$ cat src/rtl/load_store_unit_pkg.sv
// Shared types and funct3 encodings for the load/store unit.
// Rev 1.0 - initial release
`default_nettype none

package load_store_unit_pkg;

  typedef enum logic [1:0] {
    IDLE = 2'd0,
    REQ  = 2'd1,
    DONE = 2'd2
  } lsu_state_t;

  typedef enum logic [1:0] {
    FAULT_NONE       = 2'b00,
    FAULT_MISALIGNED = 2'b01,
    FAULT_TIMEOUT    = 2'b10,
    FAULT_ILLEGAL    = 2'b11
  } lsu_fault_t;

  localparam logic [2:0] F3_B  = 3'b000;
  localparam logic [2:0] F3_H  = 3'b001;
  localparam logic [2:0] F3_W  = 3'b010;
  localparam logic [2:0] F3_BU = 3'b100;
  localparam logic [2:0] F3_HU = 3'b101;

  // Loads accept the unsigned byte/half forms; stores only B/H/W.
  function automatic logic funct3_legal(input logic [2:0] f3, input logic is_store);
    if (is_store) return (f3 == F3_B) || (f3 == F3_H) || (f3 == F3_W);
    return (f3 == F3_B) || (f3 == F3_H) || (f3 == F3_W) || (f3 == F3_BU) || (f3 == F3_HU);
  endfunction

endpackage

`default_nettype wire

$ cat src/rtl/load_store_unit_if.sv
// Data-memory bus between the load/store unit (master) and memory (slave).
// Rev 1.0 - initial release
`default_nettype none

interface load_store_unit_if #(
  parameter int XLEN = 32
) ();
  logic            bus_req;
  logic            bus_we;
  logic [XLEN-1:0] bus_addr;
  logic [XLEN-1:0] bus_wdata;
  logic [3:0]      bus_be;
  logic            bus_ack;
  logic [XLEN-1:0] bus_rdata;

  modport master (
    output bus_req, bus_we, bus_addr, bus_wdata, bus_be,
    input  bus_ack, bus_rdata
  );

  modport slave (
    input  bus_req, bus_we, bus_addr, bus_wdata, bus_be,
    output bus_ack, bus_rdata
  );
endinterface

`default_nettype wire

$ cat src/rtl/load_store_unit_align.sv
// Combinational lane logic: store byte enables/replication, load extract/extend, access checks.
// Rev 1.0 - initial release
`default_nettype none

module load_store_unit_align
  import load_store_unit_pkg::*;
#(
  parameter int XLEN = 32
) (
  input  logic [2:0]      funct3,
  input  logic [1:0]      addr_lo,
  input  logic            is_store,
  input  logic [XLEN-1:0] store_data,
  input  logic [2:0]      ld_funct3,
  input  logic [1:0]      ld_addr_lo,
  input  logic [XLEN-1:0] rdata,
  output logic [3:0]      store_be,
  output logic [XLEN-1:0] wdata,
  output logic [XLEN-1:0] load_ext,
  output logic            illegal,
  output logic            misaligned
);

  logic [XLEN-1:0] lane;

  always_comb begin
    store_be = 4'b0000;
    case (funct3)
      F3_B:    store_be = 4'b0001 << addr_lo;
      F3_H:    store_be = 4'b0011 << {addr_lo[1], 1'b0};
      F3_W:    store_be = 4'b1111;
      default: store_be = 4'b0000;
    endcase
  end

  always_comb begin
    wdata = store_data;
    case (funct3[1:0])
      2'b00:   wdata = {(XLEN/8){store_data[7:0]}};
      2'b01:   wdata = {(XLEN/16){store_data[15:0]}};
      default: wdata = store_data;
    endcase
  end

  // Extraction uses the latched access so it lines up with bus_rdata at ack time.
  always_comb begin
    lane     = rdata >> {ld_addr_lo, 3'b000};
    load_ext = lane;
    case (ld_funct3)
      F3_B:    load_ext = {{(XLEN-8){lane[7]}}, lane[7:0]};
      F3_BU:   load_ext = {{(XLEN-8){1'b0}}, lane[7:0]};
      F3_H:    load_ext = {{(XLEN-16){lane[15]}}, lane[15:0]};
      F3_HU:   load_ext = {{(XLEN-16){1'b0}}, lane[15:0]};
      default: load_ext = lane;
    endcase
  end

  always_comb begin
    illegal    = !funct3_legal(funct3, is_store);
    misaligned = ((funct3[1:0] == 2'b01) && addr_lo[0]) ||
                 ((funct3[1:0] == 2'b10) && (addr_lo != 2'b00));
  end

endmodule

`default_nettype wire

$ cat src/rtl/load_store_unit.sv
// Data-memory access stage: request FSM with bus timeout, result and status registers.
// Rev 1.0 - initial release
`default_nettype none

module load_store_unit
  import load_store_unit_pkg::*;
#(
  parameter int XLEN           = 32,
  parameter int TIMEOUT_CYCLES = 16
) (
  input  logic                clk,
  input  logic                reset,
  input  logic                start_load,
  input  logic                start_store,
  input  logic [2:0]          funct3,
  input  logic [XLEN-1:0]     addr,
  input  logic [XLEN-1:0]     store_data,
  output logic [3:0]          byte_en,
  output logic                busy,
  output logic                done,
  output logic [XLEN-1:0]     load_data,
  output logic                fault,
  output logic [1:0]          fault_cause,
  load_store_unit_if.master   bus
);

  localparam int             TW         = $clog2(TIMEOUT_CYCLES + 1);
  localparam logic [TW-1:0]  TIMER_LAST = TW'(TIMEOUT_CYCLES);

  lsu_state_t      state;
  logic [TW-1:0]   timer;
  logic [2:0]      req_funct3;
  logic [1:0]      req_addr_lo;

  logic            start;
  logic            is_store;
  logic [3:0]      store_be;
  logic [XLEN-1:0] wdata;
  logic [XLEN-1:0] load_ext;
  logic            illegal;
  logic            misaligned;

  assign start    = start_load | start_store;
  assign is_store = start_store & ~start_load;
  // A load pulse means the enables are not destined for a write.
  assign byte_en  = start_load ? 4'b0000 : store_be;
  assign busy     = (state != IDLE);

  load_store_unit_align #(.XLEN(XLEN)) u_align (
    .funct3     (funct3),
    .addr_lo    (addr[1:0]),
    .is_store   (is_store),
    .store_data (store_data),
    .ld_funct3  (req_funct3),
    .ld_addr_lo (req_addr_lo),
    .rdata      (bus.bus_rdata),
    .store_be   (store_be),
    .wdata      (wdata),
    .load_ext   (load_ext),
    .illegal    (illegal),
    .misaligned (misaligned)
  );

  always_ff @(posedge clk) begin
    if (reset) begin
      state         <= IDLE;
      timer         <= '0;
      req_funct3    <= 3'b000;
      req_addr_lo   <= 2'b00;
      done          <= 1'b0;
      fault         <= 1'b0;
      fault_cause   <= FAULT_NONE;
      load_data     <= '0;
      bus.bus_req   <= 1'b0;
      bus.bus_we    <= 1'b0;
      bus.bus_addr  <= '0;
      bus.bus_wdata <= '0;
      bus.bus_be    <= 4'b0000;
    end else begin
      case (state)
        IDLE: begin
          if (start) begin
            if (illegal) begin
              state       <= DONE;
              done        <= 1'b1;
              fault       <= 1'b1;
              fault_cause <= FAULT_ILLEGAL;
            end else if (misaligned) begin
              state       <= DONE;
              done        <= 1'b1;
              fault       <= 1'b1;
              fault_cause <= FAULT_MISALIGNED;
            end else begin
              state         <= REQ;
              timer         <= TW'(1);
              req_funct3    <= funct3;
              req_addr_lo   <= addr[1:0];
              bus.bus_req   <= 1'b1;
              bus.bus_we    <= is_store;
              bus.bus_addr  <= {addr[XLEN-1:2], 2'b00};
              bus.bus_wdata <= wdata;
              bus.bus_be    <= is_store ? store_be : 4'b0000;
            end
          end
        end
        REQ: begin
          // Ack is checked first so an ack on the final cycle still succeeds.
          if (bus.bus_ack) begin
            state       <= DONE;
            done        <= 1'b1;
            fault       <= 1'b0;
            fault_cause <= FAULT_NONE;
            bus.bus_req <= 1'b0;
            bus.bus_we  <= 1'b0;
            if (!bus.bus_we) load_data <= load_ext;
          end else if (timer == TIMER_LAST) begin
            state       <= DONE;
            done        <= 1'b1;
            fault       <= 1'b1;
            fault_cause <= FAULT_TIMEOUT;
            bus.bus_req <= 1'b0;
            bus.bus_we  <= 1'b0;
          end else begin
            timer <= timer + 1'b1;
          end
        end
        DONE: begin
          state <= IDLE;
          done  <= 1'b0;
        end
        default: begin
          state <= IDLE;
          done  <= 1'b0;
        end
      endcase
    end
  end

endmodule

`default_nettype wire
$ cat src/flat_wrapper.sv
// flat-port wrapper written by rule: the top's interface ports become plain ports
module load_store_unit_flat import load_store_unit_pkg::*;
#(
  parameter int XLEN           = 32,
  parameter int TIMEOUT_CYCLES = 16
)
  (clk, reset, start_load, start_store, funct3, addr, store_data, byte_en, busy, done, load_data, fault, fault_cause, bus_bus_req, bus_bus_we, bus_bus_addr, bus_bus_wdata, bus_bus_be, bus_bus_ack, bus_bus_rdata);
  load_store_unit_if #(.XLEN(XLEN)) bus_i ();
  input  logic clk;
  input  logic reset;
  input  logic start_load;
  input  logic start_store;
  input  logic [2:0] funct3;
  input  logic [XLEN-1:0] addr;
  input  logic [XLEN-1:0] store_data;
  output logic [3:0] byte_en;
  output logic busy;
  output logic done;
  output logic [XLEN-1:0] load_data;
  output logic fault;
  output logic [1:0] fault_cause;
  output wire logic [$bits(bus_i.bus_req)-1:0] bus_bus_req;
  output wire logic [$bits(bus_i.bus_we)-1:0] bus_bus_we;
  output wire logic [$bits(bus_i.bus_addr)-1:0] bus_bus_addr;
  output wire logic [$bits(bus_i.bus_wdata)-1:0] bus_bus_wdata;
  output wire logic [$bits(bus_i.bus_be)-1:0] bus_bus_be;
  input wire logic [$bits(bus_i.bus_ack)-1:0] bus_bus_ack;
  input wire logic [$bits(bus_i.bus_rdata)-1:0] bus_bus_rdata;
  assign bus_bus_req = bus_i.bus_req;
  assign bus_bus_we = bus_i.bus_we;
  assign bus_bus_addr = bus_i.bus_addr;
  assign bus_bus_wdata = bus_i.bus_wdata;
  assign bus_bus_be = bus_i.bus_be;
  assign bus_i.bus_ack = bus_bus_ack;
  assign bus_i.bus_rdata = bus_bus_rdata;
  load_store_unit #(.XLEN(XLEN), .TIMEOUT_CYCLES(TIMEOUT_CYCLES)) u_core (.clk(clk), .reset(reset), .start_load(start_load), .start_store(start_store), .funct3(funct3), .addr(addr), .store_data(store_data), .byte_en(byte_en), .busy(busy), .done(done), .load_data(load_data), .fault(fault), .fault_cause(fault_cause), .bus(bus_i));
endmodule
$ cat config.mk
export PLATFORM = sky130hd
export DESIGN_NAME = load_store_unit_flat
export DESIGN_NICKNAME = d
export VERILOG_FILES = /design/src/rtl/load_store_unit_pkg.sv /design/src/rtl/load_store_unit_if.sv /design/src/rtl/load_store_unit_align.sv /design/src/rtl/load_store_unit.sv /design/src/flat_wrapper.sv
export SDC_FILE = /design/constraint.sdc
export NUM_CORES = 1
export LEC_CHECK = 0
export CORE_ASPECT_RATIO = 0.8
export CORE_UTILIZATION = 38
export CTS_CLUSTER_DIAMETER = 40
export DETAILED_ROUTE_END_ITERATION = 10
export PLACE_DENSITY = 0.72
export SETUP_SLACK_MARGIN = 0.5
export SYNTH_ARGS = -nofsm -noshare
export SYNTH_HDL_FRONTEND = slang
export SYNTH_SLANG_ARGS = --single-unit
$ cat constraint.sdc
create_clock -name clk -period 3 [get_ports clk]
set_input_delay 0.75 -clock clk [delete_from_list [all_inputs] [get_ports clk]]
set_output_delay 0.75 -clock clk [all_outputs]
set_load 0.03 [all_outputs]
== After elaboration in Yosys (flattened, before gate mapping) ==
Index checks and enable logic that the tools add are counted.

* Register bits after elaboration: 116
* Input port bits: 104
* Word-level logic and storage cells: 104

* Add/sub/neg operators: 1
* Equal/unequal tests: 18
* Shift operators: 3
* Multiplexer cells: 43
* Bitwise logic cells: 5
* Reductions and logical operators: 21

{| class="wikitable"
|+ Operators by type and width
! kind !! number
|-
| $pmux 32 s4 || 1
|-
| $pmux 32 s2 || 1
|-
| $shr 32x5->32 || 1
|-
| $mux 5 || 5
|-
| $mux 2 || 9
|-
| $mux 1 || 17
|-
| $eq 3x3->1 const B || 4
|-
| $pmux 4 s3 || 1
|-
| $pmux 5 s2 || 1
|-
| $mux 4 || 2
|-
| $ne 2x2->1 const B || 4
|-
| $pmux 1 s2 || 4
|-
| $pmux 2 s2 || 2
|-
| $reduce_and 4->1 || 2
|-
| $eq 3x1->1 const B || 2
|-
| $logic_not 3->1 || 2
|-
| $ne 3x2->1 const B || 2
|-
| $reduce_and 3->1 || 2
|-
| $reduce_and 6->1 || 1
|-
| $reduce_bool 2->1 || 3
|-
| $add 5x1->5 const B || 1
|-
| $eq 5x5->1 const B || 1
|-
| $logic_or 1x1->1 || 5
|-
| $reduce_and 5->1 || 1
|-
| other kinds (12) || 17
|}

== Depth between registers and ports, before layout ==
* Depth in word-level cells: 9
* Gate-level depth with buffers: 7

== By module ==
A second synthesis with hierarchy kept.

* Cell total of the unflattened synthesis: 711
* Area total of the unflattened synthesis: 5,449.0 um2

{| class="wikitable"
|+ Modules (own cells, without submodules)
! module !! instances !! cells an instance !! area an instance (um2)
|-
| load_store_unit || 1 || 532 || 4,237.8
|-
| load_store_unit_align || 1 || 179 || 1,211.2
|}

== Worst setup path after synthesis ==
No wires, ideal clock.

* Path type: input to output
* Start point: input port funct3[1]
* End point: output port byte_en[0]
* Arrival: 1.901 ns
* Required time: 2.250 ns
* Slack: 0.349 ns
* Cell stages on the path: 5
* Path through: clkbuf_1 > buf_1 > a21oi_1 > o21ai_0 > nor2_1

* Cells in the longest elaborated chain, start to end: 3
* Elaborated cells on any way between the ends: 5
* Classes of those cells: eq/ne: 2; mux: 2; reduce/logical: 1

{| class="wikitable"
|+ Ends and longest elaborated chain
! item !! line !! source
|-
| from (decl) || flat_wrapper.sv:13 || <nowiki>input logic [2:0] funct3;</nowiki>
|-
| $eq 3x2->1, or another cell as far along || load_store_unit_align.sv:28 || <nowiki>case (funct3)</nowiki>
|-
| $pmux 4 s3 (*) || load_store_unit_align.sv:28 ||
|-
| $mux 4 (*) || load_store_unit.sv:46 || <nowiki>assign byte_en = start_load ? 4'b0000 : store_be;</nowiki>
|-
| to (decl) || flat_wrapper.sv:16 || <nowiki>output logic [3:0] byte_en;</nowiki>
|}

Mark *: on every way between the ends. The rest lies on a longest branch, timed or not.

== Worst setup path in the final report ==
* Start point: input port funct3[2]
* End point: output port byte_en[0]

The elaborated chain is that of the path after synthesis.

==> flow_summary_export.csv <==
group,metric,value,unit
status,status,"finished clean",
logic_synthesis,yosys-top-cells-area,"dfxtp_1 (43%), a21oi_1 (8.2%), mux2i_1 (6.3%), o21ai_0 (6.1%), nand3_1 (5.0%)",
drt,avgRoutedWirePerCell,17.2,µm
logic_synthesis,synth_cell_types,46,
die,ios,215,
logic_synthesis,dominantRegCellSynth,"dfxtp_1",
logic_synthesis,avgSynthCellArea,8.34,µm²
worst_setup_path,cp.required,2250,ps
worst_setup_path,reg2reg_slack,950,ps
drt,wirelength,17.6,mm
logic_synthesis,yosysWarnings,0,
placed_design,portBuffers,212,
finish,drive_gt1_share,10.5,%
drt,ant_nets,0,
clocking,cts_tree,"done",
power_and_ir_drop,p_leak,2.86,nW
timing,max_freq,409,MHz
min_path,whs_endpoint,"u_core.load_data[6]$_SDFFE_PP0P_",
min_path,worst_hold_path.num_cells,2,
drt,vias,5621,
timing,skew,7.27,ps
clocking,clk_pin_slew,50,ps
drt,via_per_inst,5.49,
clocking,root_buffer,"clkbuf_16",
grt,gr-total-overflow,0,
timing,hold_slack,463,ps
placed_design,dpl_cell_area,7650,µm²
timing,setup_viol,0,
power_and_ir_drop,vdd_drop_max,0.522,mV
finish,regArea,2320,µm²
finish,final_area,8290,µm²
clocking,clock_sinks,116,
clocking,clock_path_buffers,2,
die,core,13700,µm²
placed_design,dp.cells,992,
worst_setup_path,critical_path.max_fanout,4,
die,rows,38,
die,start_util,39.2,%
finish,fill_cells,1201,
timing,finalCriticalPeriod,2440,ps
grt,grt_pass1_vias,5430,
die,die_area,14600,µm²
clocking,ctsHoldBuffers,0,
logic_synthesis,synth_edf_count,0,
timing,max_slew_margin,40.2,%
worst_setup_path,r2r_cells,5,
worst_setup_path,crit_path_start_kind,"input pin",
worst_setup_path,critical_path_class,"in2out",
worst_setup_path,r2r_start,"u_core.req_addr_lo[0]$_SDFFE_PP0P_",
placed_design,hpwl,12.2,mm
logic_synthesis,syn_area,5370,µm²
logic_synthesis,yosys.area.top_type,"dfxtp_1",
logic_synthesis,synthArstFlopShare,0,%
timing,fin_crit_sh,81.4,%
worst_setup_path,rr_endpoint,"u_core.load_data[26]$_SDFFE_PP0P_",
clocking,cts_inserted_buffers,17,
timing,worst_slew_pin_slew,893,ps
finish,syn_to_final_growth,54.2,%
finish,final_common_cell,"clkdlybuf4s50_1",
die,die_h,108,µm
logic_synthesis,ys_ff_latch,116,
flow_run,cap_violations,0,
grt,grt.total_usage,24.8,%
finish,antennaDiodeCount,0,
logic_synthesis,yosysSeqAreaShare,43.2,%
drt,drc,0,
finish,multi_input_area,2790,µm²
grt,antenna_found_initial,0,
min_path,hold_class,"reg2reg",
drt,dr.pass1.iters,5,
timing,slew_violations,0,
clocking,clk_latency,410,ps
timing,final_hold_viol_count,0,
finish,fin_nets,937,
worst_setup_path,cp-end-kind,"output pin",
logic_synthesis,netlist_instances,644,
clocking,htreeDepth,4,
finish,layout_common_cells,"clkdlybuf4s50_1 (201), dfxtp_1 (116), a21oi_1 (87)",
drt,drt_iter0_markers,352,
grt,grt_pass1_wl,28.0,mm
finish,fin_util,60.5,%
placed_design,place_congestion,0.933,
grt,grt_max_degree,75,
finish,fin_cells,1024,
logic_synthesis,synth_top_area_share,43.2,%
min_path,worstHoldStart,"u_core.load_data[6]$_SDFFE_PP0P_",
die,die_x,135,µm
timing,rsz0062_at_grt,"true",
timing,fin_tns_setup,0,ps
worst_setup_path,cp.arrival,1690,ps
power_and_ir_drop,cellPowerDensity,574,nW/µm²
registers in the layout, summed over array words and instances, names as in the netlist, 2 cells and up:
signal	cells
u_core.bus.bus_wdata	32
u_core.req_funct3	3
u_core.req_addr_lo	2
u_core.state	2
u_core.fault_cause	2
u_core.timer	5
u_core.bus.bus_addr	30
u_core.load_data	32
u_core.bus.bus_be	4
critical path, stage by stage:
cell	delay (ps)
dlygate4sd2_1	330
a21oi_4	200
o21ai_1	130
nor2_2	120
buf_4	160
how the worst max path moves through the flow:
stage | startpoint | end | depth (start not counted)
2_1_floorplan | funct3[0] | byte_en[0] | 5
3_3_place_gp | funct3[0] | byte_en[1] | 6
3_5_place_dp | funct3[0] | byte_en[3] | 5
4_1_cts | funct3[1] | byte_en[0] | 5
5_1_grt | funct3[2] | byte_en[0] | 5
6_report | funct3[2] | byte_en[0] | 5
cells in the mapped netlist, drive strengths merged (2+ instances only):
cell type	count
ha	2
nand2	47
nor2	36
a21oi	89
a31oi	3
o211ai	8
clkbuf	39
nand4	3
o21ai	68
o32ai	4
a21boi	2
nand2b	7
nor2b	6
xor2	3
dfxtp	116
o2bb2ai	7
nor3b	2
inv	7
mux2	15
a211oi	33
nand3	54
buf	26
nand4bb	2
a21o	2
mux2i	34
a2bb2oi	2
nor3	15
area by class of cell:
type / instances / share of cell area [%]
clock buffer: 25 / 6.34
clock inverter: 7 / 1.12
inverter: 7 / 0.317
multi-input combinational: 457 / 33.7
sequential: 116 / 28.0
tap: 180 / 2.72
timing repair buffer: 232 / 27.8
power breakdown:
part           internal, mW  total [mW]  switching [mW]
clock                  1.37        2.07           0.699
combinational         0.423       0.996           0.573
sequential             1.63        1.69          0.0563
total                  3.43        4.75            1.33
logic make-up after synthesis:
family,Yosys count,synth area share (%)
AOI/OAI and AO/OA,223,24.2
other,1,0.0698
DFF,116,43.2
adders and majority gates,2,0.466
muxes,50,9.90
and+or+nand+nor,177,15.7
buffers and inverters,72,5.94
xor gates and xnor gates,3,0.489
per-stage QoR:
stage / worst slack [ps] / power, mW
final: 557 / 4.75
after CTS: 504 / 4.78
after global routing: 486 / 4.94
after detailed placement: 150 / 2.70
after floorplan: 505 / 2.26
after global placement: 271 / 2.68
metal layers:
metal | routed length (µm) | GRT usage (%) | up-vias | part of all wire [%]
met5 | 0 | 0 | - | 0
met4 | 374 | 10.8 | 0 | 2.1
met3 | 1300 | 7.55 | 32 | 7.4
met2 | 8100 | 38.3 | 197 | 46
met1 | 7810 | 31.8 | 2687 | 44
li1 | - | - | 2705 | -
repair_timing:
item,4_1_cts,5_1_grt
endpoints found under the setup margin,5,12
setup buffers,0,0
gates resized for setup,15,8
pin swaps,1,1
Note: power is estimated with default switching activity, not from simulation.
